## config.mk

```make
export PLATFORM = sky130hd
export DESIGN_NAME = dmem_arbiter
export DESIGN_NICKNAME = d
export VERILOG_FILES = /design/src/rtl/dmem_arbiter.sv
export SDC_FILE = /design/constraint.sdc
export NUM_CORES = 1
export LEC_CHECK = 0
export ABC_CLOCK_PERIOD_IN_PS = 5250
export BUFFER_PORTS_ARGS = -buffer_cell sky130_fd_sc_hd__buf_2
export CAP_MARGIN = 20
export CORE_AREA = 2 2 123 125
export DETAILED_ROUTE_END_ITERATION = 8
export DIE_AREA = 0 0 125 127
export PLACE_DENSITY = 0.68
export SLEW_MARGIN = 15
export SYNTH_ARGS = -nofsm -noshare
export SYNTH_HDL_FRONTEND = slang
export SYNTH_SLANG_ARGS = --single-unit
```

## constraint.sdc

```tcl
create_clock -name clk -period 5.25 [get_ports clk]
set_clock_uncertainty 0.2 [all_clocks]
set_input_delay 1.05 -clock clk [delete_from_list [all_inputs] [get_ports clk]]
set_output_delay 1.05 -clock clk [all_outputs]
set_load 0.005 [all_outputs]
```

## src/rtl/dmem_arbiter.sv

```systemverilog
// Two-port data-memory arbiter: round-robin (with HOST burst override) between
// the CPU and HOST requesters, byte/half/word to word-aligned conversion, and
// load extraction with sign/zero extension. Three cycles per access.
module dmem_arbiter #(
  parameter int ADDR_W    = 32,
  parameter int MAX_BURST = 4
) (
  input  logic              clk,
  input  logic              rst,
  input  logic              cpu_req,
  input  logic              cpu_we,
  input  logic [ADDR_W-1:0] cpu_addr,
  input  logic [1:0]        cpu_width,
  input  logic              cpu_sign,
  input  logic [31:0]       cpu_wdata,
  input  logic              host_req,
  input  logic              host_we,
  input  logic [ADDR_W-1:0] host_addr,
  input  logic [1:0]        host_width,
  input  logic              host_sign,
  input  logic [31:0]       host_wdata,
  input  logic              host_lock,
  output logic              cpu_ack,
  output logic              cpu_err,
  output logic [31:0]       cpu_rdata,
  output logic              cpu_stall,
  output logic              host_ack,
  output logic              host_err,
  output logic [31:0]       host_rdata,
  output logic              busy,
  output logic              mem_en,
  output logic              mem_we,
  output logic [3:0]        mem_be,
  output logic [ADDR_W-1:0] mem_addr,
  output logic [31:0]       mem_wdata,
  input  logic [31:0]       mem_rdata
);

  typedef enum logic [1:0] {IDLE, ISSUE, RESP} state_t;

  localparam logic [3:0] BURST_LIM = 4'(MAX_BURST);

  state_t state, state_nxt;

  logic              last_grant;  // 1 = HOST
  logic [3:0]        burst_cnt;
  logic              sel_q;       // 1 = HOST owns the current access
  logic              we_q, sign_q, err_q;
  logic [ADDR_W-1:0] addr_q;
  logic [1:0]        width_q;
  logic [31:0]       wdata_q;

  logic              grant_any, grant_host;
  logic              req_we, req_sign, req_err;
  logic [ADDR_W-1:0] req_addr;
  logic [1:0]        req_width;
  logic [31:0]       req_wdata;

  logic [1:0]        lane;
  logic [7:0]        rd_byte;
  logic [15:0]       rd_half;
  logic [31:0]       rd_ext;

  // Arbitration and selection of the winning request's fields
  always_comb begin
    grant_any = cpu_req | host_req;
    if (cpu_req && host_req) begin
      if (host_lock && last_grant && (burst_cnt < BURST_LIM))
        grant_host = 1'b1;
      else
        grant_host = ~last_grant;
    end else begin
      grant_host = host_req;
    end
    req_we    = grant_host ? host_we    : cpu_we;
    req_sign  = grant_host ? host_sign  : cpu_sign;
    req_addr  = grant_host ? host_addr  : cpu_addr;
    req_width = grant_host ? host_width : cpu_width;
    req_wdata = grant_host ? host_wdata : cpu_wdata;
    req_err   = (req_width == 2'b11) ||
                ((req_width == 2'b01) && req_addr[0]) ||
                ((req_width == 2'b10) && (req_addr[1:0] != 2'b00));
  end

  // State register
  always_ff @(posedge clk or posedge rst) begin
    if (rst) state <= IDLE;
    else     state <= state_nxt;
  end

  // Next-state logic
  always_comb begin
    state_nxt = state;
    unique case (state)
      IDLE:    if (grant_any) state_nxt = ISSUE;
      ISSUE:   state_nxt = RESP;
      RESP:    state_nxt = IDLE;
      default: state_nxt = IDLE;
    endcase
  end

  // Latch the granted request and maintain fairness/burst bookkeeping
  always_ff @(posedge clk or posedge rst) begin
    if (rst) begin
      last_grant <= 1'b1;
      burst_cnt  <= '0;
      sel_q      <= 1'b0;
      we_q       <= 1'b0;
      sign_q     <= 1'b0;
      err_q      <= 1'b0;
      addr_q     <= '0;
      width_q    <= '0;
      wdata_q    <= '0;
    end else begin
      if (state == IDLE && grant_any) begin
        last_grant <= grant_host;
        sel_q      <= grant_host;
        we_q       <= req_we;
        sign_q     <= req_sign;
        err_q      <= req_err;
        addr_q     <= req_addr;
        width_q    <= req_width;
        wdata_q    <= req_wdata;
      end
      if (!host_lock)
        burst_cnt <= '0;
      else if (state == IDLE && grant_any) begin
        if (!grant_host)
          burst_cnt <= '0;
        else if (cpu_req)
          burst_cnt <= burst_cnt + 4'd1;
      end
    end
  end

  // Load extraction from the returned memory word
  always_comb begin
    lane    = addr_q[1:0];
    rd_byte = mem_rdata[{lane, 3'b000} +: 8];
    rd_half = mem_rdata[{lane[1], 4'b0000} +: 16];
    unique case (width_q)
      2'b00:   rd_ext = {{24{sign_q & rd_byte[7]}}, rd_byte};
      2'b01:   rd_ext = {{16{sign_q & rd_half[15]}}, rd_half};
      default: rd_ext = mem_rdata;
    endcase
  end

  // Memory strobes in ISSUE, completion signalling in RESP
  always_comb begin
    mem_en     = 1'b0;
    mem_we     = 1'b0;
    mem_be     = '0;
    mem_addr   = '0;
    mem_wdata  = '0;
    cpu_ack    = 1'b0;
    cpu_err    = 1'b0;
    cpu_rdata  = '0;
    host_ack   = 1'b0;
    host_err   = 1'b0;
    host_rdata = '0;
    if (state == ISSUE && !err_q) begin
      mem_en   = 1'b1;
      mem_we   = we_q;
      mem_addr = {addr_q[ADDR_W-1:2], 2'b00};
      unique case (width_q)
        2'b00:   begin mem_be = 4'b0001 << lane; mem_wdata = {4{wdata_q[7:0]}};  end
        2'b01:   begin mem_be = 4'b0011 << lane; mem_wdata = {2{wdata_q[15:0]}}; end
        default: begin mem_be = 4'b1111;         mem_wdata = wdata_q;            end
      endcase
    end
    if (state == RESP) begin
      if (sel_q) begin
        host_ack   = 1'b1;
        host_err   = err_q;
        host_rdata = (err_q || we_q) ? '0 : rd_ext;
      end else begin
        cpu_ack   = 1'b1;
        cpu_err   = err_q;
        cpu_rdata = (err_q || we_q) ? '0 : rd_ext;
      end
    end
  end

  assign cpu_stall = cpu_req & ~cpu_ack;
  assign busy      = (state != IDLE);

endmodule

```

==> results.yml, run 1 <==
layout:
  net_total_in_the_final_layout: 1206
  fillers: 1514
  layoutNonFillerInstCount: 1221
  insertedDiodeCount: 0
  ff_latch_area_um2: 1930
  multiInputGateArea_um2: 3270
  areaGrowthSynthToFinish_pct: 34.8
  final_core_util: 0.513
  post_route_cells_drive_above_1_share: 0.345
  postLayoutCellArea_um2: 7400
global_route:
  grt_max_degree: 115
  grt_pass1_vias: 5880
  grt.met2_usage: 0.422
  global_route.usage.total: 0.242
  grt_overflow: 0
  grtUsageMet3: 0.0620
  grt_first_pass_wirelength_mm: 30.7
  antenna_found_initial: 1
  grt.met1_usage: 0.293
  top_usage_layer: "met2"
sta:
  relSlewSlack: 0.284
  highest_achievable_clock_rate_ghz: 0.257
  number_of_max_slew_violations_in_the_final_report: 0
  setup_repair_after_global_routing_missed_its_margin: "no"
  report.final.setup_viol: 0
  final_critical_path_setup_slack_ns: 1.36
  hold_slack_ns: 0.288
  post-route-period-util: 0.741
  fin_setup_tns_ns: 0
  tightest_slew_ns: 1.07
  hold_violations: 0
  final_period_minus_worst_setup_slack_ns: 3.89
floorplan:
  die_height_um: 127
  die_width_um: 125
  core_area_um2: 14400
  i_o_pin_count: 313
  rows: 44
  die_area_um2: 15900
  initial_core_util: 0.380
synthesis:
  netlist-cell-type-count: 37
  synth-edff-count: 0
  synth.avg_cell_area_um2: 7.17
  synth_most_common_cell: "nand2_1"
  post_syn_area_um2: 5490
  synth.yosys.warnings: 0
  yosysTopAreaCell: "dfrtp_1"
  postSynthRegisterBits: 77
  async_reset_ff_frac: 1.00
  synth_top_cells_by_area: "dfrtp_1 35%, nand2_1 13%, nor2_1 11%"
  synth_top_cells_by_count: "193 x nand2_1, 156 x nor2_1, 76 x dfrtp_1"
  syn-instance-count: 765
  ys.flop_type: "dfrtp_1"
  share_of_the_synthesized_area_in_the_top_cell_type: 0.347
  share_of_synthesized_area_occupied_by_flip_flops_and_latches: 0.352
pwr:
  vdd_drop_max_uv: 271
  power.density_nw_per_um2: 489
  power.switching_mw: 1.60
  power_frac_comb: 0.526
  p_int_mw: 2.02
  power.sequential.fraction: 0.313
  pwr_total_mw: 3.62
  clkPwrFrac: 0.160
  leakagePower_nw: 3.85
  net_switching_share_of_the_total_power: 0.443
critical_path:
  critPathMaxFanout: 24
  timing.setup.critical_path_class: "flip-flop to output pin"
  regToRegSetupSlack_ns: 2.53
  worst-endpoint-required_ns: 4.00
  cp-end-kind: "output pin"
  crit_path_start_kind: "flip-flop"
  cp.arrival_ns: 2.64
place:
  place_hpwl_mm: 14.8
  dp_worst_setup_slack_ns: 1.40
  routabilityCongestion: 0.888
  placed_cell_area_um2: 7100
  place.port_buffers: 310
  numPlacedInstances: 1204
route:
  initialDrtViolationCount: 416
  routedWlPerCell_um: 16.3
  route.antenna.remaining_nets: 0
  drt_drc_violations_left: 0
  detailedRoute.firstPassIterationCount: 4
  drt_total_wl_mm: 19.9
  drt-vias-per-instance: 5.20
  dr_total_vias: 6350
clock_tree:
  cts_post_setup_buffers_inserted: 0
  tritoncts_clock_tree: "yes"
  cts.root.buffer_cell: "clkbuf_16"
  insertion_delay_ns: 0.34
  cts.clk_slew.worst_paths_ns: 0.06
  cts_buffer_depth: 2
  num_cts_buffers: 9
  number_of_sinks_on_the_clock_net: 77
  cts-htree-levels: 3
  hold_buffers: 0
  post_cts_resized: 0
job:
  maxCapViolCount: 0
hold_path:
  timing.hold.worst.class: "flip-flop to flip-flop"
status:
  outcome: "finished clean"
## logic make-up after synthesis
family / Yosys count / share of synthesized area
simple gates: 435 / 0.339
compound gates: 151 / 0.183
flops: 77 / 0.352
buf+inv: 75 / 0.0573
mux: 25 / 0.0661
fa+ha+maj: 1 / 0.00228
other cells: 1 / 0.000684
## power by group through the flow
stage                     logic, mW  registers (mW)  clock network [mW]
after CTS                      1.90            1.14               0.586
final                          1.91            1.13               0.580
after detailed placement       1.90            1.15                   0
after global placement         1.89            1.14                   0
after global routing           2.13            1.18               0.622
after floorplan                1.41            1.03                   0
## layout by cell type (no fill, tap or decap), types with 2 or more instances in the layout
cell / instances
and2_1: 41
o21ai_0: 12
clkbuf_16: 9
a21oi_1: 19
buf_2: 310
mux2i_1: 16
a21boi_0: 2
buf_4: 12
inv_1: 2
nor2b_1: 19
or2_2: 2
nor2_1: 156
a221o_1: 8
o221ai_1: 9
nor3b_1: 9
dfrtp_1: 75
a31oi_1: 71
o21a_1: 17
nand2b_1: 2
conb_1: 2
nand2_1: 193
a22o_1: 8
clkinv_1: 3
or3_1: 2
nor3_1: 2
nand3_1: 3
mux4_2: 9
clkinv_4: 2
clkinv_2: 4
## critical path, cell delays in order (launching register included)
cell,delay [ns]
dfrtp_1,0.48
buf_4,0.31
mux4_2,0.54
and3_1,0.31
a221o_1,0.35
nor2b_1,0.15
buf_2,0.15
## path summary, 6_finish.rpt
check	end	from	depth (start not counted)
max in group asynchronous	last_grant$_DFFE_PP1P_	rst	3
setup / recovery	host_rdata[13]	addr_q[1]$_DFFE_PP0P_	6
hold / removal	last_grant$_DFFE_PP1P_	last_grant$_DFFE_PP1P_	2
setup reg to reg	addr_q[21]$_DFFE_PP0P_	state[1]$_DFFE_PP0P_	6
min in group asynchronous	addr_q[23]$_DFFE_PP0P_	rst	2
hold reg to reg	last_grant$_DFFE_PP1P_	last_grant$_DFFE_PP1P_	2
## state kept, by name, indices dropped and copies added (netlist names)
| register | flops |
|---|---|
| we_q | 1 |
| sel_q | 1 |
| wdata_q | 32 |
| width_q | 2 |
| state | 2 |
| sign_q | 1 |
| addr_q | 32 |
| err_q | 1 |
| last_grant | 1 |
| burst_cnt | 4 |
## per-layer routing
layer / part of all wire / vias to the layer above / wire length, um
met5: 0.00065 / - / 13
met4: 0.022 / 2 / 431
met3: 0.075 / 31 / 1490
met2: 0.50 / 274 / 9860
met1: 0.41 / 2933 / 8060
li1: - / 3110 / -
## area by class of cell
| class | instances | area share |
|---|---|---|
| flip-flops and latches | 77 | 0.261 |
| clock inverters | 6 | 0.00541 |
| well taps | 184 | 0.0311 |
| repair buffers | 323 | 0.226 |
| multi-input cells | 614 | 0.442 |
| clock buffers | 10 | 0.0310 |
| inverters | 7 | 0.00406 |
(Power assumes the default switching activity.)
==> run 2: changes to the inputs <==
ABC_AREA = 1   (was default)
ABC_CLOCK_PERIOD_IN_PS = 3600   (was 5250)
PLACE_DENSITY = 0.67   (was 0.68)
clock period = 3.6 ns   (was 5.25 ns; I/O delays follow)
==> run 2 against run 1 <==
- sequential share of layout area is 0.34 points higher
- first-iteration DRC count is 19% lower
- clock power rose by 71%
- flip-flop and latch count stayed put
- register-to-register slack lost 1.2 ns
- design area is 1.3% lower
- critical path depth grew 2
- non-clock buffer count grew 3
- routed wire length up 2.4%
- global-route usage increased by 0.60 points
- setup slack got worse by 0.91 ns
- synthesized area down 2.6%
- highest routed layer is now met4
==> results.yml, run 2 <==
sta:
  hold_violations: 0
  hold_slack_ns: 0.252
  relSlewSlack: 0.337
  final_period_minus_worst_setup_slack_ns: 3.15
  post-route-period-util: 0.874
  tightest_slew_ns: 0.993
  highest_achievable_clock_rate_ghz: 0.318
  setup_repair_after_global_routing_missed_its_margin: "no"
  final_critical_path_setup_slack_ns: 0.454
  report.final.setup_viol: 0
  number_of_max_slew_violations_in_the_final_report: 0
  fin_setup_tns_ns: 0
synthesis:
  synth_top_cells_by_count: "183 x nor2_1, 101 x nand2_1, 88 x inv_1"
  share_of_synthesized_area_occupied_by_flip_flops_and_latches: 0.361
  synth-compound-area-share: 0.238
  synth_most_common_cell: "nor2_1"
  synth_top_family_by_area: "simple AND/OR/NAND/NOR gates"
  async_reset_ff_frac: 1.00
  ys.flop_type: "dfrtp_1"
  postSynthRegisterBits: 77
  synth.avg_cell_area_um2: 6.65
  synth.yosys.warnings: 0
  post_syn_area_um2: 5350
  yosys-mux-area-fraction: 0
  yosys.area_share.simple: 0.273
  yosys.area_share.adder: 0.00234
  yosysTopAreaCell: "dfrtp_1"
  share_of_the_synthesized_area_in_the_top_cell_type: 0.356
  netlist-cell-type-count: 36
  syn-instance-count: 804
  synth_xor_area_frac: 0.00164
  synth-edff-count: 0
  synth_top_cells_by_area: "dfrtp_1 36%, nor2_1 13%, o22ai_1 7.5%"
clock_tree:
  cts_buffer_depth: 2
  cts.clk_slew.worst_paths_ns: 0.07
  number_of_sinks_on_the_clock_net: 77
  tritoncts_clock_tree: "yes"
  insertion_delay_ns: 0.33
  post_cts_resized: 0
  cts_post_setup_buffers_inserted: 0
  cts-htree-levels: 3
  hold_buffers: 0
  num_cts_buffers: 9
  cts.root.buffer_cell: "clkbuf_16"
layout:
  post_route_cells_drive_above_1_share: 0.353
  largestRegisters: "addr_q: 32 flops, wdata_q: 32 flops, burst_cnt: 4 flops"
  insertedDiodeCount: 0
  mostFrequentLayoutCells: "310 x buf_2, 182 x nor2_1, 100 x nand2_1"
  areaGrowthSynthToFinish_pct: 36.5
  final_core_util: 0.506
  layoutNonFillerInstCount: 1273
  layout_commonest_cell: "buf_2"
  postLayoutCellArea_um2: 7300
  net_total_in_the_final_layout: 1258
pwr:
  power.density_nw_per_um2: 774
  clkPwrFrac: 0.175
  power.sequential.fraction: 0.271
  net_switching_share_of_the_total_power: 0.468
  leakagePower_nw: 3.99
  vdd_drop_max_uv: 308
  power_frac_comb: 0.553
  power.switching_mw: 2.64
  pwr_total_mw: 5.64
  p_int_mw: 3.00
critical_path:
  cp.arrival_ns: 2.23
  critPathMaxFanout: 30
  timing.setup.critical_path_class: "flip-flop to output pin"
  crit_path_start_kind: "flip-flop"
  cp-end-kind: "output pin"
  worst-endpoint-required_ns: 2.68
route:
  dr_total_vias: 6417
  drt_drc_violations_left: 0
  initialDrtViolationCount: 337
  detailedRoute.firstPassIterationCount: 5
  routedWlPerCell_um: 16.0
  drt_total_wl_mm: 20.3
  drt-vias-per-instance: 5.04
  route.antenna.remaining_nets: 0
floorplan:
  die_height_um: 127
  rows: 44
  initial_core_util: 0.371
  core_area_um2: 14400
  die_area_um2: 15900
  i_o_pin_count: 313
  die_width_um: 125
place:
  numPlacedInstances: 1257
  placed_cell_area_um2: 6970
  place.port_buffers: 310
  place_hpwl_mm: 15.5
  dp_worst_setup_slack_ns: 0.640
  routabilityCongestion: 0.898
global_route:
  grt_overflow: 0
  global_route.usage.total: 0.248
  antenna_found_initial: 0
  grt_pass1_vias: 6135
  grt_max_degree: 60
  grt_first_pass_wirelength_mm: 31.7
job:
  maxCapViolCount: 0
status:
  outcome: "finished clean"
hold_path:
  timing.hold.worst.class: "flip-flop to flip-flop"
run 2: cell types whose count changed after synthesis, moves of 27 or more:
cell	before	now
nor2_1	156	183
inv_1	5	88
a21oi_1	20	72
nand2_1	193	101
o22ai_1	0	64
a31oi_1	71	0
and2_1	41	0
o21ai_0	13	78
run 2: worst paths after layout:
kind / startpoint / endpoint / slack (ns) / cells after the start
setup / recovery: addr_q[0]$_DFFE_PP0P_ / host_rdata[18] / 0.45 / 8
hold / removal: state[1]$_DFFE_PP0P_ / state[1]$_DFFE_PP0P_ / 0.25 / 1
setup reg to reg: last_grant$_DFFE_PP1P_ / err_q$_DFFE_PP0P_ / 1.36 / 10
hold reg to reg: state[1]$_DFFE_PP0P_ / state[1]$_DFFE_PP0P_ / 0.25 / 1
max in group asynchronous: rst / addr_q[28]$_DFFE_PP0P_ / 2.14 / 3
min in group asynchronous: rst / addr_q[8]$_DFFE_PP0P_ / 0.32 / 2
run 2: logic make-up after synthesis:
kind of cell,count (synthesis)
buffers and inverters,154
AND/OR/NAND/NOR,340
adder cells (fa/ha/maj),1
XOR/XNOR,1
flip-flops,77
AO/OA/AOI/OAI,230
other,1
run 2: routing by layer:
metal  share of wire  up-vias  GRT usage
li1                -     3182          -
met1            0.39     2926      0.287
met2            0.51      279      0.459
met3           0.072       30     0.0528
met4           0.023        0     0.0791
met5               0        -          0
run 2: worst max-delay path: stages, from the launching register on:
cell and delay (ns):
dfrtp_1 0.45, inv_2 0.35, o211ai_2 0.14, nand2_2 0.10, nand3_4 0.13, nand2_4 0.25
nand3_1 0.13, nor2_1 0.18, buf_2 0.15
run 2: layout make-up:
type	count	area, um^2
repair buffers	326	1680
well taps	184	230
fillers	1552	7130
clock inverters	6	86.3
inverters	96	363
multi-input cells	574	2770
flip-flops and latches	77	1930
clock buffers	10	239
run 2: power groups by stage:
stage	Clock [mW]	Sequential, mW	Combinational (mW)
4_1_cts	1.00	1.53	3.14
3_3_place_gp	0	1.53	3.10
6_report	0.989	1.53	3.12
3_5_place_dp	0	1.54	3.13
2_1_floorplan	0	1.46	2.21
5_1_grt	1.05	1.58	3.50
==> run 3: changes to the inputs <==
MAX_ROUTING_LAYER = met4   (was default)
==> run 3 against run 2 <==
- flip-flop and latch count stayed put
- die area stayed put
- final cell count hardly changed
- global-route usage is 0.32 points higher
- register-to-register slack better by 0.03 ns
- routed wire length is 0.27% lower
- combinational power hardly changed
- critical path type unchanged
- highest routed layer unchanged
==> results.yml, run 3 (same netlist as run 2, synthesis figures left out) <==
critical_path:
  crit_path_start_kind: "flip-flop"
  worst-endpoint-required_ns: 2.68
  regToRegSetupSlack_ns: 1.39
  cp-end-kind: "output pin"
  critPathMaxFanout: 30
  delay_contributed_by_the_slowest_stage_of_the_critical_path_ns: 0.46
  critical_path.cell_chain: "inv_2 -> o211ai_2 -> nand2_2 -> nand3_4 -> nand2_4 -> nand3_1 -> nor2_1 -> buf_2"
  cp.arrival_ns: 2.21
  r2r-end: "err_q$_DFFE_PP0P_"
  reg2regPathDepth: 10
  worst_path_max_delay_cell: "dfrtp_1"
  timing.setup.critical_path_class: "flip-flop to output pin"
  r2r_start: "last_grant$_DFFE_PP1P_"
layout:
  areaGrowthSynthToFinish_pct: 36.5
  net_total_in_the_final_layout: 1257
  post_route_cells_drive_above_1_share: 0.352
  insertedDiodeCount: 0
  largestRegisters: "addr_q: 32 flops, wdata_q: 32 flops, burst_cnt: 4 flops"
  mostFrequentLayoutCells: "310 x buf_2, 182 x nor2_1, 100 x nand2_1"
  layout_commonest_cell: "buf_2"
sta:
  report.final.setup_viol: 0
  fin_setup_tns_ns: 0
  relSlewSlack: 0.330
  highest_achievable_clock_rate_ghz: 0.319
  number_of_max_slew_violations_in_the_final_report: 0
  post-route-period-util: 0.871
  setup_repair_after_global_routing_missed_its_margin: "no"
  final_period_minus_worst_setup_slack_ns: 3.13
  hold_slack_ns: 0.249
  tightest_slew_ns: 1.00
  hold_violations: 0
route:
  drt-vias-per-instance: 5.10
  initialDrtViolationCount: 450
  route.antenna.remaining_nets: 0
  drt_total_wl_mm: 20.3
  drt_drc_violations_left: 0
  dr_total_vias: 6488
  routedWlPerCell_um: 15.9
  detailedRoute.firstPassIterationCount: 5
hold_path:
  holdPathEnd: "state[1]$_DFFE_PP0P_"
  timing.hold.worst.class: "flip-flop to flip-flop"
  whs_path_depth: 1
  hold_path.startpoint: "state[1]$_DFFE_PP0P_"
clock_tree:
  num_cts_buffers: 9
  tritoncts_clock_tree: "yes"
  cts.root.buffer_cell: "clkbuf_16"
  cts_buffer_depth: 2
  post_cts_resized: 0
  hold_buffers: 0
  cts.clk_slew.worst_paths_ns: 0.05
  cts-htree-levels: 3
  cts_post_setup_buffers_inserted: 0
  number_of_sinks_on_the_clock_net: 77
  insertion_delay_ns: 0.33
floorplan:
  rows: 44
  core_area_um2: 14400
  i_o_pin_count: 313
  initial_core_util: 0.371
  die_area_um2: 15900
  die_height_um: 127
  die_width_um: 125
job:
  maxCapViolCount: 0
pwr:
  power.density_nw_per_um2: 770
  vdd_drop_max_uv: 353
  leakagePower_nw: 3.99
status:
  outcome: "finished clean"
global_route:
  grt_pass1_vias: 6081
  grt_overflow: 0
  global_route.usage.total: 0.251
  antenna_found_initial: 0
  grt_max_degree: 60
  grt_first_pass_wirelength_mm: 31.1
place:
  place.port_buffers: 310
  place_hpwl_mm: 15.4
  routabilityCongestion: 0.888
[run 3: cell types whose count changed in the layout (fill, tap and decap cells not counted)]
cell        change
bufinv_16       -1
buf_12          +1
clkinvlp_4      +1
inv_6           +1
buf_4           -2
clkinv_2        -2
clkbuf_8        +2
clkinv_4        -1
[run 3: worst max-delay path, delay by kind of cell, from the launching register on]
| family | cells | cell delay (ns) |
|---|---|---|
| buffers and inverters | 2 | 0.50 |
| DFF | 1 | 0.46 |
| and+or+nand+nor | 5 | 0.76 |
| AOI/OAI and AO/OA | 1 | 0.14 |
[run 3: worst max-delay path by stage]
stage,startpoint,endpoint,slack (ns),cells past startpoint
after global placement,mem_rdata[31],host_rdata[18],0.66,10
final,addr_q[0]$_DFFE_PP0P_,host_rdata[18],0.47,8
after global routing,addr_q[0]$_DFFE_PP0P_,host_rdata[18],0.26,9
after CTS,addr_q[0]$_DFFE_PP0P_,host_rdata[18],0.44,8
after detailed placement,mem_rdata[31],host_rdata[18],0.66,10
after floorplan,rst,addr_q[0]$_DFFE_PP0P_,0.71,1
[run 3: power by group]
| part | internal [mW] | total, mW | switching, mW |
|---|---|---|---|
| Sequential | 1.29 | 1.53 | 0.233 |
| Combinational | 1.09 | 3.12 | 2.03 |
| Clock | 0.597 | 0.966 | 0.369 |
[run 3: routing by layer]
| layer | up-vias | global-route usage | routed length [um] |
|---|---|---|---|
| li1 | 3176 | - | - |
| met1 | 2977 | 0.288 | 8100 |
| met2 | 302 | 0.443 | 10200 |
| met3 | 33 | 0.0436 | 1340 |
| met4 | 0 | 0.0935 | 591 |
| met5 | - | - | 0 |
[run 3: final cells by class]
| type | count | area, um^2 |
|---|---|---|
| inverter | 96 | 363 |
| fill | 1530 | 7130 |
| timing repair buffer | 325 | 1690 |
| sequential | 77 | 1930 |
| clock inverter | 4 | 53.8 |
| multi-input combinational | 574 | 2770 |
| clock buffer | 12 | 267 |
| tap | 184 | 230 |
[run 3: per-stage QoR]
stage                     cell area [um^2]  total power [mW]  instances  worst slack [ns]  utilization
after global placement                6980              4.63       1256             0.662        0.484
final                                 7300              5.62       1272             0.465        0.506
after global routing                  7300              6.10       1272             0.263        0.506
after floorplan                       5350              3.67        805             0.715            -
after CTS                             7300              5.64       1272             0.435        0.506
after detailed placement              6980              4.67       1256             0.660        0.484
